--- config.mk ---
export PLATFORM = sky130hd
export DESIGN_NAME = sensor_capture_fifo
export DESIGN_NICKNAME = d
export VERILOG_FILES = /design/src/rtl/sensor_capture_fifo.sv
export SDC_FILE = /design/constraint.sdc
export NUM_CORES = 1
export LEC_CHECK = 0
export CAP_MARGIN = 5
export CORE_ASPECT_RATIO = 0.7
export CORE_MARGIN = 5
export CORE_UTILIZATION = 36
export CTS_BUF_LIST = sky130_fd_sc_hd__clkbuf_2 sky130_fd_sc_hd__clkbuf_4 sky130_fd_sc_hd__clkbuf_8
export CTS_CLUSTER_DIAMETER = 40
export DETAILED_ROUTE_END_ITERATION = 10
export PLACE_DENSITY = 0.62
export SKIP_CTS_REPAIR_TIMING = 1
export SLEW_MARGIN = 20
export SYNTH_ARGS = -nofsm -noshare
export SYNTH_HDL_FRONTEND = slang
export SYNTH_SLANG_ARGS = --single-unit
export TNS_END_PERCENT = 20
--- constraint.sdc ---
create_clock -name clk -period 6.8 [get_ports clk]
set_input_delay 1.36 -clock clk [delete_from_list [all_inputs] [get_ports clk]]
set_output_delay 1.36 -clock clk [all_outputs]
set_load 0.01 [all_outputs]
--- src/rtl/sensor_capture_fifo.sv ---
// sensor_capture_fifo: captures NUM_CH x DATA_W sensor frames (snapshot or decimated stream) into a DEPTH-frame FIFO drained over valid/ready
//   clk, rst      : rising-edge clock, synchronous active-high reset
//   sensor_in     : packed samples, channel k at [k*DATA_W +: DATA_W]
//   sensor_en     : capture enable (level)
//   sensor_mode   : 0 = snapshot on enable rising edge, 1 = stream
//   sensor_decim  : stream mode captures every sensor_decim+1 cycles
//   out_data      : FIFO head frame (0 when empty)
//   out_valid     : head frame valid
//   out_ready     : consumer accepts head when out_valid=1
//   fifo_count    : frames stored
//   overflow      : sticky frame-dropped flag
//   clr_overflow  : clears overflow (a same-cycle drop wins)
module sensor_capture_fifo #(
    parameter int NUM_CH  = 4,
    parameter int DATA_W  = 8,
    parameter int DEPTH   = 8,
    parameter int DECIM_W = 8
) (
    input  logic                        clk,
    input  logic                        rst,
    input  logic [NUM_CH*DATA_W-1:0]    sensor_in,
    input  logic                        sensor_en,
    input  logic                        sensor_mode,
    input  logic [DECIM_W-1:0]          sensor_decim,
    output logic [NUM_CH*DATA_W-1:0]    out_data,
    output logic                        out_valid,
    input  logic                        out_ready,
    output logic [$clog2(DEPTH+1)-1:0]  fifo_count,
    output logic                        overflow,
    input  logic                        clr_overflow
);
    localparam int FW = NUM_CH * DATA_W;
    localparam int AW = $clog2(DEPTH);
    localparam int CW = $clog2(DEPTH + 1);

    logic [FW-1:0]      mem_q [DEPTH];
    logic [AW-1:0]      wr_ptr_q, wr_ptr_d, rd_ptr_q, rd_ptr_d;
    logic [CW-1:0]      count_q, count_d;
    logic [DECIM_W-1:0] dcnt_q, dcnt_d, decim_q, decim_d, lim;
    logic               en_q, overflow_q, overflow_d;
    logic               cap, push, pop, full;

    always_comb begin
        cap        = sensor_mode ? (sensor_en && dcnt_q == '0) : (sensor_en && !en_q);
        // decim is sampled at the start of each period so a change only applies after the wrap
        lim        = (dcnt_q == '0) ? sensor_decim : decim_q;
        decim_d    = lim;
        dcnt_d     = (!sensor_en || !sensor_mode || dcnt_q == lim) ? '0 : dcnt_q + DECIM_W'(1);
        full       = count_q == CW'(DEPTH);
        pop        = (count_q != '0) && out_ready;
        // a full FIFO still accepts a push when the head leaves in the same cycle
        push       = cap && (!full || pop);
        count_d    = count_q + CW'(push) - CW'(pop);
        wr_ptr_d   = push ? wr_ptr_q + AW'(1) : wr_ptr_q;
        rd_ptr_d   = pop ? rd_ptr_q + AW'(1) : rd_ptr_q;
        overflow_d = (cap && full && !pop) || (overflow_q && !clr_overflow);
    end

    always_ff @(posedge clk) begin
        if (rst) begin
            wr_ptr_q   <= '0;
            rd_ptr_q   <= '0;
            count_q    <= '0;
            dcnt_q     <= '0;
            decim_q    <= '0;
            en_q       <= 1'b0;
            overflow_q <= 1'b0;
        end else begin
            wr_ptr_q   <= wr_ptr_d;
            rd_ptr_q   <= rd_ptr_d;
            count_q    <= count_d;
            dcnt_q     <= dcnt_d;
            decim_q    <= decim_d;
            en_q       <= sensor_en;
            overflow_q <= overflow_d;
        end
    end

    // storage needs no reset: out_data is gated by the count
    always_ff @(posedge clk) begin
        if (!rst && push) mem_q[wr_ptr_q] <= sensor_in;
    end

    assign out_valid  = count_q != '0;
    assign out_data   = out_valid ? mem_q[rd_ptr_q] : '0;
    assign fifo_count = count_q;
    assign overflow   = overflow_q;
endmodule

==> impl_metrics.toml <==
[run_status]
outcome = "finished, final reports clean"

[timing]
fmax_mhz = 208.7
rsz0062_at_grt = "false"
clock_skew_ns = 0.01691
finalCriticalPeriod_ns = 4.792
finalSetupViolCount = 0
tns_ns = 0
slew_headroom_pct = 31.53
final_hold_viol_count = 0
maxSlewViolCount = 0
worst_slew_pin_slew_ns = 1.022
period_share_pct = 70.46
setup_ws_ns = 2.008

[worst_setup_path]
required_ns = 5.44
cp_max_fo = 46
slowest_delay_ns = 0.97
startpoint_type = "register"
critPathArrivalTime_ns = 3.43
critPathKind = "register to output pin"
crit_slowest_cell = "dfxtp_4"
cp_top_family = "buffers and inverters"
crit_chain = "buf_4, mux4_2, mux2i_1, nor2_1, clkdlybuf4s50_1"
crit_buf_inv = 2
end_kind = "output pin"

[logic_synthesis]
netlist_top_cells_count = "256 x edfxtp_1, 64 x mux4_2, 49 x nor2_1"
synth_area_leaders = "edfxtp_1 68%, mux4_2 13%, dfxtp_1 5.5%"
yosysMostFrequentCell = "edfxtp_1"
async_flop_share_pct = 0
synth_edf_count = 256
synth_cells = 599
syn-num-nets = 655
yosys.area.top_type = "edfxtp_1"
synth.avg_cell_area_um2 = 18.89
yosysTopAreaCellShare_pct = 67.93
syn_area_um2 = 11320
ys_warn_count = 0
synth_cell_types = 44
yosysSeqAreaShare_pct = 73.42
ys_seq_elements = 287
synth_flop_cell = "edfxtp_1"

[floorplanning]
start_util_pct = 36.41
dieWidth_um = 221.9
core_area_um2 = 31080
dieArea_um2 = 35140
top_level_ports = 84
core.rowCount = 54
die_h_um = 158.3

[pwr]
p_per_area_nw_per_um2 = 342.5
switching_share_pct = 26.41
p_int_uw = 3453
combPwrFrac_pct = 22.7
sequentialPowerShare_pct = 45.1
clockPowerShare_pct = 32.2
p_leak_uw = 0.004340
ir_drop_mv = 0.2255
finalPower_uw = 4692
p_switching_uw = 1239

[finish]
multi_input_area_um2 = 2888
drive_gt1_share_pct = 22.68
fin_nets = 771
area_growth_pct = 21.05
final_cell_area_um2 = 13700
diodes = 0
register_area_um2 = 8317
n_fill_cell = 2706

[grt]
grt-ovfl-total = 0
grt_pass1_wl_um = 37080
grt_pass1_vias = 6258
grt_max_degree = 65
antenna_found_initial = 1
grt_util_all_layers_pct = 13.64

[clocking]
cts-root-buf = "clkbuf_8"
cts_buffers = 45
clk_latency_ns = 0.55
htree_num_levels = 2
cts.path.max_buffers = 3
cts_sinks = 287
clk_pin_slew_ns = 0.06
cts_tree = "done"

[placement]
dpl_cell_area_um2 = 12770
place_hpwl_um = 14070
gp_congestion = 0.7854
numPortBuffers = 83
pre_cts_slack_ns = 2.375

[drt]
drt_iter0_markers = 362
drc = 0
first_pass_iters = 4
ant_nets = 0
num_vias = 5771
vias_per_cell = 4.954
wl_um = 23850
post_drt_wl_per_cell_um = 20.47

[job]
drv_cap = 0

[hold_path]
hold_class = "register to register"
## cells by family after synthesis
logic type / synth area share [%]
fa+ha+maj: 1.172
flops: 73.42
compound gates: 1.316
simple gates: 5.507
xor+xnor: 1.161
buf+inv: 1.493
mux: 15.93
## area by class of cell
type	instances	share of cell area, %
clock buffer	59	5.426
clock inverter	18	1.370
inverter	13	0.3562
multi-input combinational	272	21.08
sequential	287	60.71
tap	420	3.836
timing repair buffer	96	7.216
## cells in the final DEF, fill, tap and decap left out, types with 7 or more instances in the layout
master | synthesis | routed
clkinv_1 | 0 | 7
dfxtp_1 | 31 | 28
nor2_1 | 49 | 47
mux2i_1 | 35 | 35
clkdlybuf4s50_1 | 0 | 83
nand2_1 | 25 | 25
nor3_1 | 15 | 11
clkbuf_4 | 1 | 11
xor2_1 | 7 | 7
ha_1 | 9 | 9
a21oi_1 | 11 | 11
mux4_2 | 64 | 64
clkbuf_8 | 0 | 48
buf_4 | 0 | 10
xnor2_1 | 8 | 8
inv_1 | 13 | 13
edfxtp_1 | 256 | 256
nand3_1 | 9 | 9
## final timing paths
| check | startpoint | endpoint | slack, ns | cells after the start |
|---|---|---|---|---|
| worst min-delay path | decim_q[2] | decim_q[2] | 0.48 | 2 |
| worst max-delay path | register | out_data[2] | 2.01 | 5 |
| worst max register to register | dcnt_q[0] | mem_q[6][16] | 3.32 | 8 |
| worst min register to register | decim_q[2] | decim_q[2] | 0.48 | 2 |
## worst register-to-register path, cell delays in order (launching register included)
cell and delay, ns:
dfxtp_1 0.36, inv_1 0.11, ha_1 0.25, nor4b_4 0.31, a31oi_1 0.16, nor3_1 0.56, nand2_1 0.34, nor3_2 0.51
buf_4 0.51
## registers in the layout, indices dropped and copies added, names as in the netlist, named ones only
register / count
dcnt_q: 8
decim_q: 8
en_q: 1
fifo_count: 4
mem_q: 256
overflow: 1
rd_ptr_q: 3
wr_ptr_q: 3
## metrics by stage
step / hold slack, ns / std cells / util, %
after floorplan: 0.4396 / 599 / -
after global placement: 0.4549 / 1085 / 40.81
after detailed placement: 0.4658 / 1088 / 41.08
after CTS: 0.4740 / 1165 / 44.07
after global routing: 0.4845 / 1165 / 44.07
final: 0.4771 / 1165 / 44.07
## metal layers
layer	wire [µm]	up-vias	GRT usage [%]
met4	283	2	3.373
met3	1257	27	3.446
met5	14	-	0
met1	11060	3000	18.68
met2	11240	141	22.27
li1	-	2601	-
## power groups by stage
stage | Clock [µW] | Combinational [µW] | Sequential (µW)
final | 1510 | 1060 | 2120
after global routing | 1650 | 1160 | 2140
after CTS | 1560 | 1090 | 2130
after detailed placement | 0 | 1090 | 2160
after global placement | 0 | 1070 | 2160
after floorplan | 0 | 718 | 2040
Power figures use the tool's default switching activity.
